<file path="src/rtl/capture_write_arbiter.sv">
// capture_write_arbiter
// Shares one capture-FIFO write port between the UART, SPI and I2C decoders.
// Each source owns a 1-entry holding slot. One pending slot is granted per cycle
// while the FIFO has room, and the written word carries a protocol tag:
// 00 = UART, 01 = SPI, 10 = I2C. Bytes that arrive while their slot is still
// occupied are dropped, and each source has its own saturating drop counter.
// Build option: define ARB_STRICT_PRIO_EN for fixed priority UART > SPI > I2C.
// With that option a busy UART can starve the other sources. By default the
// arbiter is round-robin and cannot starve any source.

module capture_write_arbiter #(
    parameter int DATA_W = 8,
    parameter int DROP_W = 8
) (
    input  logic                  clk,
    input  logic                  rst,
    input  logic [2:0]            src_en,
    input  logic [2:0]            src_valid,
    input  logic [3*DATA_W-1:0]   src_data,
    input  logic                  fifo_full,
    input  logic                  clr_drop,
    output logic                  fifo_wr_en,
    output logic [DATA_W+1:0]     fifo_wr_data,
    output logic [2:0]            pending,
    output logic [DROP_W-1:0]     drop_uart,
    output logic [DROP_W-1:0]     drop_spi,
    output logic [DROP_W-1:0]     drop_i2c
);

    localparam logic [DROP_W-1:0] DROP_MAX = '1;

    logic [2:0]        pend_q;
    logic [DATA_W-1:0] slot_q [3];
    logic [DROP_W-1:0] drop_q [3];
    logic [2:0]        eligible;
    logic [2:0]        gnt_oh;
    logic [2:0]        drop_evt;
    logic              gnt_vld;
    logic [1:0]        gnt_idx;
    logic [DATA_W-1:0] gnt_byte;

    // A disabled source is never granted, even if its slot is still marked pending.
    assign eligible = pend_q & src_en;

`ifndef ARB_STRICT_PRIO_EN
    logic [1:0] rr_ptr;

    function automatic logic [1:0] wrap3(input logic [1:0] base, input int unsigned off);
        int unsigned s;
        s = int'(base) + off;
        return 2'(s % 3);
    endfunction

    // Round-robin pick: search starts just after the last granted slot.
    // The loop runs backwards so that the nearest candidate is assigned last and wins.
    always_comb begin
        gnt_vld = 1'b0;
        gnt_idx = 2'd0;
        if (!fifo_full) begin
            for (int k = 2; k >= 0; k--) begin
                if (eligible[wrap3(rr_ptr, 32'(k) + 32'd1)]) begin
                    gnt_vld = 1'b1;
                    gnt_idx = wrap3(rr_ptr, 32'(k) + 32'd1);
                end
            end
        end
    end

    // Pointer moves only when a word is actually written.
    always_ff @(posedge clk or posedge rst) begin
        if (rst) begin
            rr_ptr <= 2'd2;
        end else if (gnt_vld) begin
            rr_ptr <= gnt_idx;
        end
    end
`else
    // Fixed priority pick: the lowest index wins, so UART has the highest priority.
    always_comb begin
        gnt_vld = 1'b0;
        gnt_idx = 2'd0;
        if (!fifo_full) begin
            for (int k = 2; k >= 0; k--) begin
                if (eligible[k]) begin
                    gnt_vld = 1'b1;
                    gnt_idx = 2'(k);
                end
            end
        end
    end
`endif

    // Decode the grant to one-hot and select the granted byte.
    always_comb begin
        gnt_oh   = 3'b000;
        gnt_byte = '0;
        if (gnt_vld) begin
            gnt_oh[gnt_idx] = 1'b1;
        end
        case (gnt_idx)
            2'd0:    gnt_byte = slot_q[0];
            2'd1:    gnt_byte = slot_q[1];
            2'd2:    gnt_byte = slot_q[2];
            default: gnt_byte = '0;
        endcase
    end

    // Gating with rst keeps the write port quiet for the whole reset pulse.
    assign fifo_wr_en   = gnt_vld & ~rst;
    assign fifo_wr_data = fifo_wr_en ? {gnt_idx, gnt_byte} : '0;
    assign pending      = pend_q;

    // A byte is lost when its slot is occupied and that slot is not draining this cycle.
    assign drop_evt = src_valid & src_en & pend_q & ~gnt_oh;

    // Slot capture, release and flush.
    always_ff @(posedge clk or posedge rst) begin
        if (rst) begin
            pend_q <= 3'b000;
            for (int i = 0; i < 3; i++) begin
                slot_q[i] <= '0;
            end
        end else begin
            for (int i = 0; i < 3; i++) begin
                if (!src_en[i]) begin
                    pend_q[i] <= 1'b0;
                    slot_q[i] <= '0;
                end else if (src_valid[i]) begin
                    if (!pend_q[i] || gnt_oh[i]) begin
                        slot_q[i] <= src_data[i*DATA_W +: DATA_W];
                        pend_q[i] <= 1'b1;
                    end
                end else if (gnt_oh[i]) begin
                    pend_q[i] <= 1'b0;
                end
            end
        end
    end

    // Saturating drop counters. A clear takes precedence over a drop in the same cycle.
    always_ff @(posedge clk or posedge rst) begin
        if (rst) begin
            for (int i = 0; i < 3; i++) begin
                drop_q[i] <= '0;
            end
        end else begin
            for (int i = 0; i < 3; i++) begin
                if (clr_drop) begin
                    drop_q[i] <= '0;
                end else if (drop_evt[i] && drop_q[i] != DROP_MAX) begin
                    drop_q[i] <= drop_q[i] + 1'b1;
                end
            end
        end
    end

    assign drop_uart = drop_q[0];
    assign drop_spi  = drop_q[1];
    assign drop_i2c  = drop_q[2];

endmodule
</file>
<file path="config.mk">
export PLATFORM = sky130hd
export DESIGN_NAME = capture_write_arbiter
export DESIGN_NICKNAME = d
export VERILOG_FILES = /design/src/rtl/capture_write_arbiter.sv
export SDC_FILE = /design/constraint.sdc
export NUM_CORES = 1
export LEC_CHECK = 0
export ABC_AREA = 1
export BUFFER_PORTS_ARGS = -buffer_cell sky130_fd_sc_hd__buf_2
export CORE_ASPECT_RATIO = 1.1
export CORE_MARGIN = 1
export CORE_UTILIZATION = 60
export CTS_BUF_LIST = sky130_fd_sc_hd__clkbuf_4 sky130_fd_sc_hd__clkbuf_8
export DETAILED_ROUTE_END_ITERATION = 16
export PLACE_DENSITY = 0.95
export SYNTH_ARGS = -nofsm -noshare
export SYNTH_HDL_FRONTEND = slang
export SYNTH_SLANG_ARGS = --single-unit
</file>
<file path="constraint.sdc">
create_clock -name clk -period 3 [get_ports clk]
set_input_delay 0.3 -clock clk [delete_from_list [all_inputs] [get_ports clk]]
set_output_delay 0.3 -clock clk [all_outputs]
set_load 0.02 [all_outputs]
</file>
# Yosys cells after proc, flatten, opt, wreduce, memory -nomap -nowiden

Cells that the tools add are included.

Register bits after elaboration: 53
Word-level logic and storage cells: 114
Output and inout bits: 38

Bitwise logic cells: 7
Reduce and logical (&&, ||, !) cells: 20
Div/mod/pow operators: 3
Add/subtract/negate cells: 6
Equality and inequality tests: 17
Mux-type cells: 46
Order comparisons: 5

Operators with widths:

| operator                                                                      | number |
|---|---|
| 8-bit two-way mux                                                             | 15 |
| 32-bit by 2-bit modulo with 32-bit output (second input constant)             | 3 |
| 8-bit by 1-bit adder with 8-bit output (second input constant)                | 3 |
| 8-bit inequality test (second input constant)                                 | 3 |
| 8-bit case mux with 3 select lines                                            | 1 |
| 1-bit two-way mux                                                             | 20 |
| 3-bit bitwise AND                                                             | 4 |
| 2-bit by 3-bit less-than comparator with 1-bit output (second input constant) | 4 |
| 2-bit by 1-bit inequality test with 1-bit output (second input constant)      | 6 |
| 2-bit AND reduction                                                           | 6 |
| 10-bit two-way mux                                                            | 1 |
| 3-bit by 1-bit inequality test with 1-bit output (second input constant)      | 3 |
| 3-bit by 2-bit inequality test with 1-bit output (second input constant)      | 3 |
| 2-bit two-way mux                                                             | 4 |
| 2-bit by 2-bit adder with 3-bit output (second input constant)                | 2 |
| 1-bit binary-select mux with 2-bit select                                     | 3 |
| 2-bit nonzero test                                                            | 3 |
| 1-bit logical AND                                                             | 4 |
| 2-bit by 1-bit adder with 3-bit output (second input constant)                | 1 |
| 1-bit zero test                                                               | 3 |
| 1-bit logical OR                                                              | 3 |
| 3-bit two-way mux                                                             | 1 |
| 3-bit NOT                                                                     | 1 |
| 1-bit demux with 2-bit select                                                 | 1 |
| 6 further kinds                                                               | 6 |

# Logic depth before layout (Yosys ltp)

Word-level depth: 18
Gate-level depth with buffers: 14
Mapped depth without buffers: 14

# Worst setup path before layout

Ideal clock, no wire load.

Kind: register to output
Start point: register rr_ptr[1]
End point: output port fifo_wr_data[0]
Path slack: 0.564 ns
Data required time: 2.700 ns
Buffers on the path: 0
Arrival time: 2.136 ns
Stages on the path, launching flop included: 11
Cells stage by stage: dfstp_2 > ha_1 > inv_2 > nand3_1 > nand2_1 > nor2_1 > nor2_4 > inv_1 > nor2_2 > inv_1 > a31oi_1

Elaborated cells between the ends (all ways): 26
Classes of those cells: add/sub: 3; div: 3; eq/ne: 2; mux: 16; bitwise: 1; reduce/logical: 1

RTL lines:

| element                                   | line | text |
|---|---|---|
| start: declaration                        | 46   | `logic [1:0] rr_ptr;` |
| start signal: assignment                  | 74   | `rr_ptr <= gnt_idx;` |
| 2-bit by 2-bit adder with 3-bit output    | 50   | `s = int'(base) + off;` |
| 32-bit by 2-bit modulo with 32-bit output | 51   | `return 2'(s % 3);` |
| 1-bit binary-select mux with 2-bit select | 61   | `if (eligible[wrap3(rr_ptr, 32'(k) + 32'd1)]) begin` |
| 1-bit two-way mux (implied by the code)   | 61   |  |
| 1-bit two-way mux (2 in series)           | 61   |  |
| 1-bit two-way mux *                       | 61   |  |
| 1-bit two-way mux *                       | 59   | `if (!fifo_full) begin` |
| 1-bit bitwise AND *                       | 109  | `assign fifo_wr_en = gnt_vld & ~rst;` |
| named net fifo_wr_en                      | 22   | `output logic fifo_wr_en,` |
| 10-bit two-way mux *                      | 110  | `assign fifo_wr_data = fifo_wr_en ? {gnt_idx, gnt_byte} : '0;` |
| end: declaration                          | 23   | `output logic [DATA_W+1:0] fifo_wr_data,` |

Mark *: on every way through the listed nets, which the timed path passes. The rest lies on a longest branch. The select of a mux whose other input is x is not followed.

# Worst setup path after layout

Start point: register rr_ptr[1]
End point: output port fifo_wr_data[1]

Word-level cells in the longest chain between the ends: 11
Elaborated cells between the ends (all ways): 26
Classes of those cells: add/sub: 3; div: 3; eq/ne: 2; mux: 16; bitwise: 1; reduce/logical: 1

RTL lines:

| element                                     | line | text |
|---|---|---|
| 2-bit by 2-bit adder with 3-bit output      | 50   |  |
| 32-bit by 2-bit modulo with 32-bit output   | 51   |  |
| 1-bit binary-select mux with 2-bit select   | 61   |  |
| 1-bit two-way mux (implied by the code)     | 61   |  |
| 2-bit two-way mux (3 in series)             | 61   |  |
| 2-bit two-way mux                           | 59   |  |
| 2-bit equality test (tied with other cells) | 100  | `case (gnt_idx)` |
| 8-bit case mux with 3 select lines          | 100  |  |
| 10-bit two-way mux *                        | 110  |  |

Mark *: on every way between the ends. The rest lies on a longest branch, timed or not. The select of a mux whose other input is x is not followed.

==> flow_summary.toml <==
[timing]
finalCriticalPeriod_ps = 2766
rsz0062_at_grt = "no"
setup_tns_ps = 0
tightest_slew_ps = 1098
slew_violations = 0
hold_ws_ps = 227.3
setup_violations = 0
min_period_over_period_pct = 92.21
relSlewSlack_pct = 26.72
fin_skew_ps = 3.835
finalHoldViolCount = 0
fmax_mhz = 361.5

[routing]
drt_drc_violations_left = 0
drt-total-wl_mm = 7.495
num_vias = 2926
wl_per_cell_um = 15.05
via_per_inst = 5.876
first_pass_iters = 5
drtIter0Drc = 294
drtAntennaViolNets = 0

[grt]
antenna_found_initial = 0
grt_usage_pct = 28.55
grt.overflow.total = 0
grt_pass1_wl_mm = 12.44
grt_max_degree = 54
first_global_vias = 2779

[outcome]
outcome = "completed"

[floorplanning]
io_pins = 72
start_util_pct = 63.57
die_x_um = 69.64
die_y_um = 76.40
rows = 26
coreArea_mm2 = 0.004750
die_area_mm2 = 0.005320

[clocking]
cts_tree = "done"
htree_levels = 2
clock_latency_ps = 300
cts_buffers = 5
cts-resized-gates = 0
clock_path_buffers = 2
cts.reportedPaths.clkPinSlew_ps = 90
cts_root_buffer = "clkbuf_8"
cts_setup_buffers = 0
clock_sinks = 53
postCtsHoldBufs = 0

[synthesis]
ys_ff_latch = 53
synthCells = 370
ys_types = 31
synth_seq_area_share_pct = 43.97
synth_fp_nets = 409
syn-cell-area_mm2 = 0.003019
ys_warn_count = 0
syn-mean-instance-area_um2 = 8.160

[setup_path]
crit_top_cell = "inv_1"
max_stage_delay_ps = 540
cp-end-kind = "output port"
cp_max_fo = 8
cpMaxStageDelayCell = "dfstp_2"
worstPathArrival_ps = 2470
cp.buffers_inverters = 5
cp_data_required_time_ps = 2700
path_delay_family = "simple AND/OR/NAND/NOR gates"
critPathKind = "register to output port"
cp_cell_sequence = "inv_1, ha_1, inv_1, nand2_1, nand2_1, nand2_1, nand3_1, nor2_1, nor2_4, inv_1, nor2_2, inv_1, a31oi_1, buf_2"
cp-start-kind = "register"

[power_and_ir_drop]
irDropWorstVdd_mv = 0.3684
p_leak_nw = 1.895
cellPowerDensity_mw_per_mm2 = 604.1

[flow_run]
cap_violations = 0

[placed_design]
post-dp-hpwl_mm = 5.407
gp_congestion = 0.9288
io_buffer_count = 71

[finish]
area_growth_pct = 16.95
fillCellCount = 333
antennaDiodeCount = 0
final_nets = 480
drive_above_1_share_pct = 24.89

[min_path]
holdCritPathClass = "input port to register"
[registers in the layout, indices dropped and copies added, names as in the netlist]
register and flops:
slot_q 24, drop_i2c 8, drop_spi 8, drop_uart 8, pending 3, rr_ptr 2
[per-stage QoR]
| step | worst slack (ps) | cell area [um^2] | instances | util [%] | total power (W) |
|---|---|---|---|---|---|
| detailed placement | 621.2 | 3411 | 490 | 71.81 | 0.001609 |
| finish | 233.7 | 3531 | 498 | 74.34 | 0.002133 |
| floorplan | 563.6 | 3019 | 370 | - | 0.001426 |
| global route | 39.68 | 3531 | 498 | 74.34 | 0.002248 |
| CTS | 282.6 | 3531 | 498 | 74.34 | 0.002120 |
| global placement | 772.8 | 3411 | 490 | 71.81 | 0.001563 |
[worst reg2reg max path, cell delays in order, from the launching register on]
cell and delay (ps):
dfstp_2 540, ha_1 300, inv_2 130, nand2_1 60, nand3_1 110, nand2_1 110
nor2_2 160, nand2_4 110, nand2_4 180, nand3_4 140, nand2_4 160, inv_4 70
nand3b_1 80, nand2_1 70
[per-layer routing]
metal	wire length, um	vias to the layer above	track usage (%)
met4	193	0	10.20
met2	3795	148	49.22
met3	474	22	5.423
met5	0	-	0
li1	-	1369	-
met1	3033	1387	35.78
[final timing paths]
path,cells past startpoint,startpoint,slack (ps),end
worst min-delay path,3,src_data[11],230,slot_q[11]$_DFFE_PP0P_
worst max-delay path,14,rr_ptr[1]$_DFFE_PP1N_,230,fifo_wr_data[1]
worst max register to register,13,rr_ptr[1]$_DFFE_PP1N_,670,drop_uart[0]$_DFFE_PP0P_
max in group asynchronous,2,rst,2020,slot_q[3]$_DFFE_PP0P_
min in group asynchronous,2,rst,300,rr_ptr[0]$_DFFE_PP0N_
worst min register to register,2,slot_q[22]$_DFFE_PP0P_,480,slot_q[22]$_DFFE_PP0P_
[kinds of logic (layout without fill, tap and decap cells)]
group                      after synthesis  in the layout  share of synthesized area (%)
and+or+nand+nor                        214            214                          36.30
DFF                                     53             53                          43.97
buffers and inverters                   45            117                          5.926
AOI/OAI and AO/OA                       35             35                          6.506
xor gates and xnor gates                18             18                          5.222
adders and majority gates                5              5                          2.072
[area by class of cell]
cell class / count / area (um^2) / area share [%]
Clock buffer: 7 / 90.09 / 2.551
Clock inverter: 1 / 30.03 / 0.8505
Inverter: 38 / 145.1 / 4.111
Multi-Input combinational cell: 272 / 1513 / 42.84
Sequential cell: 53 / 1328 / 37.60
Tap cell: 56 / 70.07 / 1.984
Timing Repair Buffer: 71 / 355.3 / 10.06
[placed cells by master (no fill, tap or decap), drive strengths merged]
| cell type | instances |
|---|---|
| clkbuf | 7 |
| bufinv | 1 |
| xor2 | 14 |
| nor3 | 4 |
| xnor2 | 4 |
| ha | 5 |
| nor2 | 20 |
| nand4 | 3 |
| a31oi | 8 |
| inv | 38 |
| buf | 71 |
| o21ai | 24 |
| dfstp | 1 |
| a21boi | 1 |
| o31ai | 2 |
| dfrtp | 52 |
| nand3 | 94 |
| nand2 | 87 |
| nand3b | 4 |
| or2 | 2 |
[cells in the mapped netlist, drive strengths merged]
library cell  number  area [um^2]
o21ai             24        123.9
nor2              20        87.58
xor2              14        122.6
nand4              3        48.80
buf                4        22.52
or2                2        12.51
dfrtp             52         1301
clkbuf             3        11.26
ha                 5        62.56
dfstp              1        26.28
nor3               4        20.02
nand3b             4        30.03
nand3             94        505.5
inv               38        145.1
o31ai              2        15.01
xnor2              4        35.03
nand2             87        391.6
a21boi             1        7.510
a31oi              8        50.05
[power by group]
group | leakage [nW] | switching [W] | internal (W)
Combinational | 1.12 | 0.000559 | 0.000222
Sequential | 0.714 | 0.0000541 | 0.000784
Clock | 0.0619 | 0.000232 | 0.000281
Total | 1.89 | 0.000845 | 0.00129
Power figures use the tool's default switching activity.
